`src/rtl/audio_pkg.sv`:
```
// Shared types and helpers for the audio output DAC stages.
package audio_pkg;

    typedef enum logic [1:0] {
        ST_OFF  = 2'd0,
        ST_UP   = 2'd1,
        ST_ON   = 2'd2,
        ST_DOWN = 2'd3
    } state_t;

    localparam int              GAIN_W     = 9;
    localparam logic [GAIN_W-1:0] GAIN_UNITY = 9'd256;

    // Clamp a wide signed value into the range of a w-bit signed integer.
    function automatic logic signed [63:0] saturate(input logic signed [63:0] v, input int w);
        logic signed [63:0] hi;
        logic signed [63:0] lo;
        hi = (64'sd1 <<< (w - 1)) - 64'sd1;
        lo = -(64'sd1 <<< (w - 1));
        if (v > hi)
            return hi;
        else if (v < lo)
            return lo;
        else
            return v;
    endfunction

endpackage

```
`src/rtl/audio_sd2_core.sv`:
```
// Second-order delta-sigma loop: x_eff -> two saturating integrators -> 1-bit pdm.
module audio_sd2_core
    import audio_pkg::*;
#(
    parameter int WIDTH = 16,
    parameter int ACC_W = 20
) (
    input  logic                    clk,
    input  logic                    rst,
    input  logic signed [WIDTH-1:0] x_eff,
    input  logic                    run,
    input  logic                    flush,
    output logic                    pdm,
    output logic                    clip_evt
);

    localparam logic signed [ACC_W-1:0] FS = ACC_W'(1 << (WIDTH - 1));

    logic signed [ACC_W-1:0] i1;
    logic signed [ACC_W-1:0] i2;
    logic signed [ACC_W-1:0] fb;
    logic signed [ACC_W-1:0] i1_n;
    logic signed [ACC_W-1:0] i2_n;
    logic signed [63:0]      sum1;
    logic signed [63:0]      sum2;
    logic signed [63:0]      sat1;
    logic signed [63:0]      sat2;
    logic                    y;

    always_comb begin
        y        = ~i2[ACC_W-1];
        fb       = y ? FS : -FS;
        sum1     = 64'(i1) + 64'(x_eff) - 64'(fb);
        sat1     = saturate(sum1, ACC_W);
        i1_n     = sat1[ACC_W-1:0];
        sum2     = 64'(i2) + 64'(i1_n) - 64'(fb);
        sat2     = saturate(sum2, ACC_W);
        i2_n     = sat2[ACC_W-1:0];
        clip_evt = run && !flush && ((sat1 != sum1) || (sat2 != sum2));
    end

    // Integrator / output register stage
    always_ff @(posedge clk) begin
        if (!rst || flush) begin
            i1  <= '0;
            i2  <= '0;
            pdm <= 1'b0;
        end else if (run) begin
            i1  <= i1_n;
            i2  <= i2_n;
            pdm <= y;
        end
    end

endmodule

```
`src/rtl/audio_sd2_dac.sv`:
```
// Delta-sigma DAC channel: soft enable gain ramp, sample handshake and gain scaling ahead of the loop.
module audio_sd2_dac
    import audio_pkg::*;
#(
    parameter int WIDTH     = 16,
    parameter int ACC_W     = 20,
    parameter int RAMP_LOG2 = 4
) (
    input  logic                    clk,
    input  logic                    rst,
    input  logic signed [WIDTH-1:0] in_data,
    input  logic                    in_valid,
    output logic                    in_ready,
    input  logic                    en,
    input  logic                    clr_clip,
    output logic                    pdm,
    output logic                    pdm_oe,
    output logic                    busy,
    output logic                    stat_clip
);

    state_t                      state;
    state_t                      state_n;
    logic [GAIN_W-1:0]           gain;
    logic [GAIN_W-1:0]           gain_n;
    logic [RAMP_LOG2-1:0]        ramp_cnt;
    logic                        tick;
    logic                        flush;
    logic                        run;
    logic                        clip_evt;
    logic signed [WIDTH-1:0]     sample_p0;
    logic signed [WIDTH-1:0]     x_eff_p1;
    logic signed [WIDTH+GAIN_W:0] prod;

    assign tick     = &ramp_cnt;
    assign run      = (state != ST_OFF);
    assign busy     = run;
    assign in_ready = run;
    assign flush    = (state == ST_DOWN) && (state_n == ST_OFF);
    assign prod     = sample_p0 * $signed({1'b0, gain});

    always_comb begin
        state_n = state;
        gain_n  = gain;
        case (state)
            ST_OFF: begin
                if (en) state_n = ST_UP;
            end
            ST_UP: begin
                if (!en) begin
                    state_n = ST_DOWN;
                end else if (tick) begin
                    gain_n = gain + 1'b1;
                    if (gain_n == GAIN_UNITY) state_n = ST_ON;
                end
            end
            ST_ON: begin
                if (!en) state_n = ST_DOWN;
            end
            ST_DOWN: begin
                // Abort from an UP that never ticked leaves gain at 0
                if (en) begin
                    state_n = ST_UP;
                end else if (gain == '0) begin
                    state_n = ST_OFF;
                end else if (tick) begin
                    gain_n = gain - 1'b1;
                    if (gain_n == '0) state_n = ST_OFF;
                end
            end
            default: state_n = ST_OFF;
        endcase
    end

    // Control, sample (p0) and scaled sample (p1) registers
    always_ff @(posedge clk) begin
        if (!rst) begin
            state     <= ST_OFF;
            gain      <= '0;
            ramp_cnt  <= '0;
            pdm_oe    <= 1'b0;
            stat_clip <= 1'b0;
            sample_p0 <= '0;
            x_eff_p1  <= '0;
        end else begin
            state    <= state_n;
            gain     <= gain_n;
            ramp_cnt <= (state_n != state) ? '0 : ramp_cnt + 1'b1;
            pdm_oe   <= (state_n != ST_OFF);
            if (flush)
                sample_p0 <= '0;
            else if (in_valid && in_ready)
                sample_p0 <= in_data;
            x_eff_p1 <= WIDTH'(prod >>> 8);
            if (clip_evt)
                stat_clip <= 1'b1;
            else if (clr_clip)
                stat_clip <= 1'b0;
        end
    end

    audio_sd2_core #(
        .WIDTH (WIDTH),
        .ACC_W (ACC_W)
    ) u_core (
        .clk      (clk),
        .rst      (rst),
        .x_eff    (x_eff_p1),
        .run      (run),
        .flush    (flush),
        .pdm      (pdm),
        .clip_evt (clip_evt)
    );

endmodule

```
`config.mk`:
```
export PLATFORM = sky130hd
export DESIGN_NAME = audio_sd2_dac
export DESIGN_NICKNAME = d
export VERILOG_FILES = /design/src/rtl/audio_pkg.sv /design/src/rtl/audio_sd2_core.sv /design/src/rtl/audio_sd2_dac.sv
export SDC_FILE = /design/constraint.sdc
export NUM_CORES = 1
export LEC_CHECK = 0
export CORE_AREA = 2 2 169 171
export DETAILED_ROUTE_END_ITERATION = 10
export DIE_AREA = 0 0 171 173
export DONT_BUFFER_PORTS = 1
export GPL_TIMING_DRIVEN = 1
export PLACE_DENSITY = 0.62
export RECOVER_POWER = 100
export SETUP_SLACK_MARGIN = 0.3
export SLEW_MARGIN = 15
export SYNTH_ARGS = -nofsm -noshare
export SYNTH_HDL_FRONTEND = slang
export SYNTH_HIERARCHICAL = 1
export SYNTH_SLANG_ARGS = --single-unit
```
`constraint.sdc`:
```
create_clock -name clk -period 9.5 [get_ports clk]
set_input_delay 0.475 -clock clk [delete_from_list [all_inputs] [get_ports clk]]
set_output_delay 0.475 -clock clk [all_outputs]
set_load 0.05 [all_outputs]
```
==> results.json <==
{
  "finClkSkew_ns": 0.0103,
  "nets": 1722,
  "io_pins": 26,
  "die_h_um": 173,
  "synth_top_area_frac": 0.197,
  "crit_slowest_cell": "o311ai_1",
  "grt_overflow": 0,
  "rsz0062_at_grt": "false",
  "syn-num-nets": 1782,
  "diodes": 0,
  "drc": 0,
  "critPathLaunchType": "flop",
  "placement.cell_area_um2": 12500,
  "synth_cells": 1523,
  "violations": "max-capacitance violations, max-slew violations",
  "fin_crit_ns": 8.41,
  "insertion_delay_ns": 0.36,
  "worstSetupEndpointType": "flop",
  "worst-r2r-setup-slack_ns": 1.09,
  "outcome": "finished with violations",
  "final_layout_size_suffix_gt1_frac": 0.0436,
  "grt_pass1_vias": 9981,
  "fin_area_um2": 12700,
  "arrival_ns": 8.67,
  "slew_violations": 55,
  "wirelength_mm": 28.4,
  "port_buffers": 0,
  "wl_per_cell_um": 15.4,
  "setup_viol": 0,
  "setup_tns_ns": 0,
  "crit_type": "reg -> reg",
  "tightest_slew_ns": 3.92,
  "routed-via-count": 9772,
  "ys_top_cells_by_count": "242 x inv_1, 173 x nand2_1, 121 x fa_1",
  "synth_area_leaders": "fa_1 20%, dfxtp_1 15%, ha_1 12%",
  "crit_path_max_incr_delay_ns": 0.65,
  "hold_buffers": 0,
  "drv_cap": 1,
  "synthDistinctLibCells": 97,
  "clkTransAtPathRegs_ns": 0.08,
  "synth.most_common_cell": "inv_1",
  "ys_ff_latch": 90,
  "crit_family": "compound AO/OA/AOI/OAI gates",
  "dpl.hpwl_mm": 22.5,
  "cts_buffer_depth": 2,
  "synthFlopType": "dfxtp_1",
  "gp_congestion": 0.888,
  "ant_nets": 0,
  "synthToLayoutAreaGrowth_pct": 3.13,
  "cts_resized": 0,
  "cts_buffers": 9,
  "critPathBufInv": 3,
  "synthArstFlopShare": 0,
  "synth.avg_cell_area_um2": 8.08,
  "cp_common_cell": "o21ai_1",
  "worstPathRequired_ns": 9.76,
  "synth-edff-count": 0,
  "start_util": 0.446,
  "synth_top_cell_by_area": "fa_1",
  "hold_viol": 0,
  "regArea_um2": 1800,
  "post_cts_buffers": 0,
  "period_share": 0.885,
  "cp_max_fo": 16,
  "h-tree-depth": 3,
  "cts_tree": "built",
  "coreArea_um2": 27600,
  "min_path_type": "in -> reg",
  "fillers": 2816,
  "grt.total_usage": 0.202,
  "cts_root_buf": "clkbuf_16",
  "antenna_found_initial": 0,
  "max_freq_ghz": 0.119,
  "core.rowCount": 61,
  "yosysSeqAreaShare": 0.146,
  "slew_headroom": -1.61,
  "hold_slack_ns": 0.232,
  "synth_area_um2": 12300,
  "grt_pass1_wl_mm": 48.9,
  "grt_max_degree": 57,
  "yosys_warnings": 6,
  "viasPerCell": 5.29,
  "die_area_um2": 29600,
  "drtPass1Iterations": 5,
  "clock_sinks": 90,
  "dieWidth_um": 171,
  "drt-initial-drc-count": 378,
  "multi_input_area_um2": 9150
}
## kinds of logic (layout without fill, tap and decap cells)
group	count (synthesis)	after routing	synth area share
multiplexers	7	7	0.00569
adder cells (fa/ha/maj)	238	238	0.316
AND/OR/NAND/NOR	510	510	0.216
AO/OA/AOI/OAI	293	293	0.167
XOR/XNOR	62	62	0.0441
flip-flops	90	90	0.146
buffers and inverters	323	268	0.104
## per-stage QoR
stage,instances,utilization,setup WS (ns)
after detailed placement,1830,0.451,1.58
after global placement,1830,0.451,1.75
after CTS,1846,0.463,1.54
after floorplan,1523,-,2.47
final,1846,0.459,1.09
after global routing,1846,0.459,0.495
## cell type report
cell class	count	share of cell area
clock buffer	9	0.0177
clock inverter	7	0.00641
inverter	244	0.0721
multi-input combinational	1110	0.720
sequential	90	0.142
tap	378	0.0373
timing repair buffer	8	0.00414
## registers in the layout (all words and copies together) (netlist names)
name        flops
u_core/i2      20
state           2
ramp_cnt        4
x_eff_p1       16
u_core/i1      20
sample_p0      16
stat_clip       1
u_core/pdm      1
pdm_oe          1
gain            9
## final timing paths
check,from,endpoint,cells after the start
max,u_core/i2[19]$_SDFFE_PP0P_,stat_clip$_SDFFE_PN0P_,29
min,rst,stat_clip$_SDFFE_PN0P_,1
max reg2reg,u_core/i2[19]$_SDFFE_PP0P_,stat_clip$_SDFFE_PN0P_,29
min reg2reg,u_core/i1[3]$_SDFFE_PP0P_,u_core/i1[3]$_SDFFE_PP0P_,2
## cells in the final DEF, fill, tap and decap left out, drive strengths merged, types with 14 or more instances in the layout
cell    instances
inv           244
nand2         174
fa            121
ha            117
dfxtp          90
and2           89
a21oi          82
nor2           74
o21ai          61
xnor2          36
xor2           26
nand2b         25
nand3          22
nor3           20
o21a           20
a211oi         20
nand4          18
a21o           16
a31oi          14
and3           14
o221a          14
## routing by layer
| metal | GRT usage | routed length (um) | share of wire | up-vias |
|---|---|---|---|---|
| met1 | 0.273 | 13700 | 0.48 | 4716 |
| met5 | 0 | 0 | 0 | - |
| met4 | 0.0501 | 579 | 0.020 | 0 |
| met3 | 0.0288 | 678 | 0.024 | 32 |
| met2 | 0.341 | 13400 | 0.47 | 130 |
| li1 | - | - | - | 4894 |
Power is not shown: default switching activity piles up to over one toggle a cycle in this logic, so the estimate is an artifact.
